File: src/rtl/bandai2003_pkg.sv
// Shared constants and types for the Bandai 2003 cartridge host.
//   Unlock address bytes, mapper register addresses, reply frame geometry,
//   and the host FSM state type.
package bandai2003_pkg;

  localparam logic [7:0] ADDR_UNLK_A = 8'h5A;  // first unlock byte
  localparam logic [7:0] ADDR_UNLK_B = 8'hA5;  // second unlock byte, reply follows
  localparam logic [7:0] ADDR_IDLE   = 8'hFF;  // parked bus value

  // LAO registers
  localparam logic [7:0] REG_C0 = 8'hC0;
  localparam logic [7:0] REG_C1 = 8'hC1;
  localparam logic [7:0] REG_C2 = 8'hC2;
  localparam logic [7:0] REG_C3 = 8'hC3;
  // bank registers
  localparam logic [7:0] REG_D0 = 8'hD0;
  localparam logic [7:0] REG_D1 = 8'hD1;
  localparam logic [7:0] REG_D2 = 8'hD2;
  localparam logic [7:0] REG_D3 = 8'hD3;
  localparam logic [7:0] REG_D4 = 8'hD4;
  localparam logic [7:0] REG_D5 = 8'hD5;

  localparam int          FRAME_W     = 18;       // start + 16 payload + stop
  localparam logic [15:0] DEF_PAYLOAD = 16'h28A0;

  typedef enum logic [3:0] {
    S_IDLE, S_ACK, S_NAK, S_RX, S_CHECK,
    S_READY, S_SETUP, S_STROBE, S_HOLD, S_ERR
  } state_t;

endpackage

File: src/rtl/bandai2003_so_rx.sv
// Serial reply capture for the unlock handshake.
//   CLK, RST   : clock, synchronous active-high reset
//   arm        : high for every cycle SO must be sampled
//   SO         : cartridge serial out, LSB first
//   done       : high on the cycle whose edge captures the final bit
//   pass       : frame check on the held shift register (start=0, stop=0, payload match)
//   payload    : bits [16:1] of the held frame
module bandai2003_so_rx
  import bandai2003_pkg::*;
#(
  parameter logic [15:0] EXP_PAYLOAD = DEF_PAYLOAD
) (
  input  logic        CLK,
  input  logic        RST,
  input  logic        arm,
  input  logic        SO,
  output logic        done,
  output logic        pass,
  output logic [15:0] payload
);

  logic [FRAME_W-1:0] sr;
  logic [4:0]         cnt;

  assign done = arm && (cnt == 5'(FRAME_W - 1));

  always_ff @(posedge CLK) begin
    if (RST) begin
      sr  <= '0;
      cnt <= '0;
    end else if (arm) begin
      // shift in from the top so the first bit received ends in sr[0]
      sr <= {SO, sr[FRAME_W-1:1]};
      if (!done) cnt <= cnt + 5'd1;
    end else begin
      cnt <= '0;
    end
  end

  assign payload = sr[16:1];
  assign pass    = !sr[0] && !sr[FRAME_W-1] && (sr[16:1] == EXP_PAYLOAD);

endmodule

File: src/rtl/bandai2003_host.sv
// Console-side initiator for the Bandai 2003 mapper.
//   CLK, RST        : clock, synchronous active-high reset
//   start           : begin unlock (accepted in IDLE or ERR)
//   busy, unlocked, lock_err, payload : status
//   SO              : reply stream from the cartridge
//   ADDR, CEn, SSn, WEn, OEn, dq_o, dq_oe, dq_i : cartridge bus
//   req, req_we, req_addr, req_wdata : register access request (READY only)
//   ack, rdata      : access completion and read data
module bandai2003_host
  import bandai2003_pkg::*;
#(
  parameter int          STROBE_CYC  = 2,
  parameter int          RETRIES     = 2,
  parameter logic [15:0] EXP_PAYLOAD = DEF_PAYLOAD
) (
  input  logic        CLK,
  input  logic        RST,
  input  logic        start,
  output logic        busy,
  output logic        unlocked,
  output logic        lock_err,
  output logic [15:0] payload,
  input  logic        SO,
  output logic [7:0]  ADDR,
  output logic        CEn,
  output logic        SSn,
  output logic        WEn,
  output logic        OEn,
  output logic [7:0]  dq_o,
  output logic        dq_oe,
  input  logic [7:0]  dq_i,
  input  logic        req,
  input  logic        req_we,
  input  logic [7:0]  req_addr,
  input  logic [7:0]  req_wdata,
  output logic        ack,
  output logic [7:0]  rdata
);

  state_t      state, nxt;
  logic [2:0]  retry_cnt;
  logic [3:0]  strb_cnt;
  logic        we_q;
  logic [7:0]  addr_q, wdata_q;
  logic        rx_done, rx_pass;
  logic [15:0] rx_payload;
  logic        retry_left, strb_last, bus_cyc;

  bandai2003_so_rx #(.EXP_PAYLOAD(EXP_PAYLOAD)) u_rx (
    .CLK     (CLK),
    .RST     (RST),
    .arm     (state == S_RX),
    .SO      (SO),
    .done    (rx_done),
    .pass    (rx_pass),
    .payload (rx_payload)
  );

  // counters climb to their limit and stop, so equality tests are enough
  assign retry_left = (retry_cnt != 3'(RETRIES));
  assign strb_last  = (strb_cnt == 4'(STROBE_CYC - 1));
  assign bus_cyc    = (state == S_SETUP) || (state == S_STROBE) || (state == S_HOLD);

  always_ff @(posedge CLK) begin
    if (RST) state <= S_IDLE;
    else     state <= nxt;
  end

  always_comb begin
    nxt = state;
    unique case (state)
      S_IDLE, S_ERR: if (start) nxt = S_ACK;
      S_ACK:         nxt = S_NAK;
      S_NAK:         nxt = S_RX;
      S_RX:          if (rx_done) nxt = S_CHECK;
      S_CHECK:       nxt = rx_pass ? S_READY : (retry_left ? S_ACK : S_ERR);
      S_READY:       if (req) nxt = S_SETUP;
      S_SETUP:       nxt = S_STROBE;
      S_STROBE:      if (strb_last) nxt = S_HOLD;
      S_HOLD:        nxt = S_READY;
      default:       nxt = S_IDLE;
    endcase
  end

  // bus pins decoded straight from state; all return to idle with state
  always_comb begin
    busy  = !((state == S_IDLE) || (state == S_READY) || (state == S_ERR));
    ADDR  = ADDR_IDLE;
    if (state == S_ACK)      ADDR = ADDR_UNLK_A;
    else if (state == S_NAK) ADDR = ADDR_UNLK_B;
    else if (bus_cyc)        ADDR = addr_q;
    CEn   = 1'b1;                  // register space is reached through SSn only
    SSn   = !bus_cyc;
    WEn   = !((state == S_STROBE) && we_q);
    OEn   = !((state == S_STROBE) && !we_q);
    dq_oe = bus_cyc && we_q;       // never overlaps a read strobe
    dq_o  = dq_oe ? wdata_q : 8'h00;
  end

  always_ff @(posedge CLK) begin
    if (RST) begin
      retry_cnt <= '0;
      strb_cnt  <= '0;
      we_q      <= 1'b0;
      addr_q    <= ADDR_IDLE;
      wdata_q   <= '0;
      unlocked  <= 1'b0;
      lock_err  <= 1'b0;
      payload   <= '0;
      rdata     <= '0;
      ack       <= 1'b0;
    end else begin
      ack <= 1'b0;
      unique case (state)
        S_IDLE, S_ERR: if (start) begin
          retry_cnt <= '0;
          lock_err  <= 1'b0;
        end
        S_CHECK: begin
          payload <= rx_payload;
          if (rx_pass)         unlocked  <= 1'b1;
          else if (retry_left) retry_cnt <= retry_cnt + 3'd1;
          else                 lock_err  <= 1'b1;
        end
        S_READY: if (req) begin
          we_q    <= req_we;
          addr_q  <= req_addr;
          wdata_q <= req_wdata;
        end
        S_SETUP: strb_cnt <= '0;
        S_STROBE: begin
          if (strb_last) begin
            if (!we_q) rdata <= dq_i;
          end else begin
            strb_cnt <= strb_cnt + 4'd1;
          end
        end
        S_HOLD: ack <= 1'b1;
        default: ;
      endcase
    end
  end

endmodule

File: config.mk
export PLATFORM = sky130hd
export DESIGN_NAME = bandai2003_host
export DESIGN_NICKNAME = d
export VERILOG_FILES = /design/src/rtl/bandai2003_pkg.sv /design/src/rtl/bandai2003_so_rx.sv /design/src/rtl/bandai2003_host.sv
export SDC_FILE = /design/constraint.sdc
export NUM_CORES = 1
export LEC_CHECK = 0
export BUFFER_PORTS_ARGS = -buffer_cell sky130_fd_sc_hd__buf_2
export CAP_MARGIN = 20
export CORE_AREA = 2 2 88 90
export CTS_CLUSTER_DIAMETER = 30
export CTS_CLUSTER_SIZE = 28
export DETAILED_ROUTE_END_ITERATION = 10
export DIE_AREA = 0 0 90 92
export PLACE_DENSITY = 0.82
export SYNTH_ARGS = -nofsm -noshare
export SYNTH_HDL_FRONTEND = slang
export SYNTH_SLANG_ARGS = --single-unit
File: constraint.sdc
create_clock -name CLK -period 1.9 [get_ports CLK]
set_input_delay 0.095 -clock CLK [delete_from_list [all_inputs] [get_ports CLK]]
set_output_delay 0.095 -clock CLK [all_outputs]
set_load 0.01 [all_outputs]
==> summary.md <==
| Metric | Value |
|---|---|
| TritonCTS Buffers | `9` |
| Crit-path cells | `inv_1 -> ha_1 -> or3b_4 -> a22o_1 -> o21bai_1 -> o41ai_2` |
| Max Freq | `approximately 0.55 GHz` |
| Cell row count | `32` |
| Antenna-violating nets left | `0` |
| Area added between synthesis and finish | `29.6%` |
| Mapped Nets | `approximately 460` |
| Worst VDD drop | `~0.00057 V` |
| Buf/Inv on CP | `1` |
| Slew headroom | `0.517` |
| Max-Cap Viols | `0` |
| Leakage Power | `between 1.5 and 2 nW` |
| Post-synth EDFFs | `0` |
| # diodes | `0` |
| Leading area contributor after synthesis | `dfxtp_1` |
| Worst EP arrival | `approximately 2.1 ns` |
| Hold EP | `rdata[5]` |
| IO Count | `slightly below 80` |
| CTS clk-pin slew, worst paths | `~0.080 ns` |
| Worst R2R Setup Slack | `between 0.08 and 0.09 ns` |
| Die Ht | `roughly 90 µm` |
| Vias in the first global route | `3264` |
| RSZ-0062 raised after global routing | `no` |
| Die width | `around 90 µm` |
| Vias | `roughly 3400` |
| DRC Markers | `0` |
| Worst Setup Path Type | `flop to flop` |
| Final net count | `570` |
| Clk_skew | `0.0113 ns` |
| WL final | `8.87 mm` |
| Crit share post-route | `0.954` |
| Skew-Pair Late Insertion Delay | `between 0.3 and 0.4 ns` |
| P per Cell Area | `approximately 1000 mW/mm²` |
| Largest net degree at the start of global routing | `31` |
| Main flop type after synthesis | `dfxtp_1` |
| Status | `finished clean` |
| # fillers | `around 620` |
| Critical Path Sink Type | `flop` |
| Max-slew violations | `0` |
| Cell family with most CP delay | `compound AO/OA/AOI/OAI gates` |
| Largest cells by area after synthesis | `dfxtp_1 (45%), nand2_1 (12%), a21oi_1 (8.0%)` |
| Initial Util | `0.463` |
| CP startpoint kind | `flop` |
| Flops & latches, synth | `approximately 80` |
| Via density | `between 5 and 6` |
| Synth cell count leaders | `nand2_1 (113), dfxtp_1 (78), a21oi_1 (55)` |
| Routability congestion estimate | `slightly above 0.9` |
| CORE AREA | `0.00745 mm²` |
| Seq/Total Area, Yosys | `0.453` |
| Cell count after synthesis | `427` |
| Required @ worst endpoint | `approximately 2.2 ns` |
| Number of cells after detailed placement | `between 500 and 600` |
| GR Overflow Total | `0` |
| Tmin final | `between 1.5 and 2 ns` |
| R2r endpoint | `state[0]` |
| FFs w/ async S/R, synth | `0` |
| CTS tree | `done` |
| Layout cells sized above 1 | `0.254` |
| CP Max Fanout | `4` |
| First-pass GRT wire length | `between 10 and 15 mm` |
| Buffers added on ports | `between 70 and 80` |
| Fin area | `roughly 0.0045 mm²` |
| Pre-antenna DRT Iters | `8` |
| H-Tree Depth | `3` |
| Dpl hpwl | `5.78 mm` |
| Hold path startpoint | `dq_i[5]` |
| Hold depth | `3` |
| Clock Sinks | `~80` |
| FF-to-FF path depth | `6` |
| Top-count cell post-synth | `nand2_1` |
| DR WL/cell | `approximately 14 µm` |
| Largest stage delay on the critical path | `about 0.41 ns` |
| Utilization after layout | `0.600` |
| Final Hold Fails | `0` |
| CTS root buf | `clkbuf_8` |
| Crit Reg-Reg Startpoint | `strb_cnt[1]` |
| DIE AREA | `just over 0.008 mm²` |
| Fin cells | `between 600 and 700` |
| Final setup violation count | `0` |
| Worst slew pin tran | `around 0.72 ns` |
| Yosys cell types | `58` |
| Synthesized cell area | `0.00345 mm²` |
| Synthesis Warnings | `0` |
| Hold/Removal Path Class | `input port to flop` |
| Synth top area share | `0.453` |
| Initial DRC count | `240` |
| Placed cell area | `0.00395 mm²` |
| Initial antenna violation count | `0` |
| Total track usage | `0.215` |
| Avg Cell Area, Syn | `8.08 µm²` |
| Clock Tree Buf Depth | `2` |
| Slowest CP cell | `or3b_4` |
## per-stage QoR
| stage | hold slack (ns) | TNS (ns) | setup slack [ns] | total power, mW |
|---|---|---|---|---|
| global placement | 0.304 | 0 | 0.0319 | 3.19 |
| floorplan | 0.219 | 0 | 0.146 | 2.79 |
| finish | 0.00610 | 0 | 0.0874 | 4.68 |
| CTS | 0.00843 | 0 | 0.0111 | 4.60 |
| global route | 0.0446 | 0 | 0.0118 | 4.90 |
| detailed placement | 0.312 | -0.0213 | -0.0172 | 3.24 |
## how the worst max path moves through the flow
stage / startpoint / endpoint / slack (ns) / cells past startpoint
after floorplan: strb_cnt[0] / state[0] / 0.15 / 6
after global placement: state[0] / retry_cnt[0] / 0.03 / 4
after detailed placement: state[0] / retry_cnt[2] / -0.02 / 4
after CTS: strb_cnt[0] / state[3] / 0.01 / 5
after global routing: strb_cnt[1] / state[2] / 0.01 / 7
final: strb_cnt[1] / state[0] / 0.09 / 6
## logic make-up (layout without fill, tap and decap cells)
kind of cell,after synthesis,count (layout),synth area share
AO/OA/AOI/OAI,84,84,0.145
XOR/XNOR,6,6,0.0152
adder cells (fa/ha/maj),6,6,0.0218
buffers and inverters,37,149,0.0555
flip-flops,78,78,0.453
multiplexers,9,9,0.0265
other,1,1,0.00109
AND/OR/NAND/NOR,206,206,0.282
## state kept, by name, indices dropped and copies added, names as in the netlist
register,count
addr_q,8
rdata,8
we_q,1
u_rx.sr,18
unlocked,1
strb_cnt,4
retry_cnt,3
u_rx.cnt,5
ack,1
payload,16
state,4
wdata_q,8
lock_err,1
## metal layers
metal / wire length [µm] / track usage / part of all wire / up-vias
met5: 0 / 0 / 0 / -
met3: 492 / 0.0485 / 0.055 / 28
met4: 284 / 0.113 / 0.032 / 0
met1: 3810 / 0.256 / 0.43 / 1566
met2: 4290 / 0.363 / 0.48 / 140
li1: - / - / - / 1658
## worst reg2reg max path: cells and delay by family, from the launching register on
kind            cells  cell delay [ns]
compound gates      3             0.74
simple gates        1             0.41
flops               1             0.35
fa+ha+maj           1             0.13
buf+inv             1             0.07
## power breakdown
part	internal (mW)	switching [mW]	leakage, nW
sequential	1.72	0.103	0.632
clock	0.678	0.621	0.109
combinational	0.648	0.907	1.07
## area by class of cell
cell class	count	area (µm²)	area share
timing repair buffer	124	801	0.179
sequential	78	1570	0.351
multi-input combinational	312	1730	0.386
clock buffer	11	151	0.0339
tap	102	128	0.0286
clock inverter	5	57.6	0.0129
inverter	9	35.0	0.00784
## cell usage in the layout (no fill, tap or decap), types with 5 or more instances in the layout
cell type and count:
nand2_1 111, buf_2 77, dfxtp_1 73, a21oi_1 55, nor2_1 32, dlygate4sd3_1 25, buf_4 22, clkbuf_8 11
nand3b_1 10, nand3_1 9, and3_1 9, mux2i_1 8, inv_1 7, o21a_1 7, ha_1 6, nor3_1 5
## timing repair
item | in CTS | in global routing
gates cloned | 0 | 0
pin swaps | 0 | 0
hold buffers | 25 | 0
gates resized for setup | 6 | 8
endpoints found under the setup margin | 18 | 19
buffers inserted | 0 | 2
endpoints found under the hold margin | 25 | 0
No activity file was read; power rests on OpenSTA's default activity.
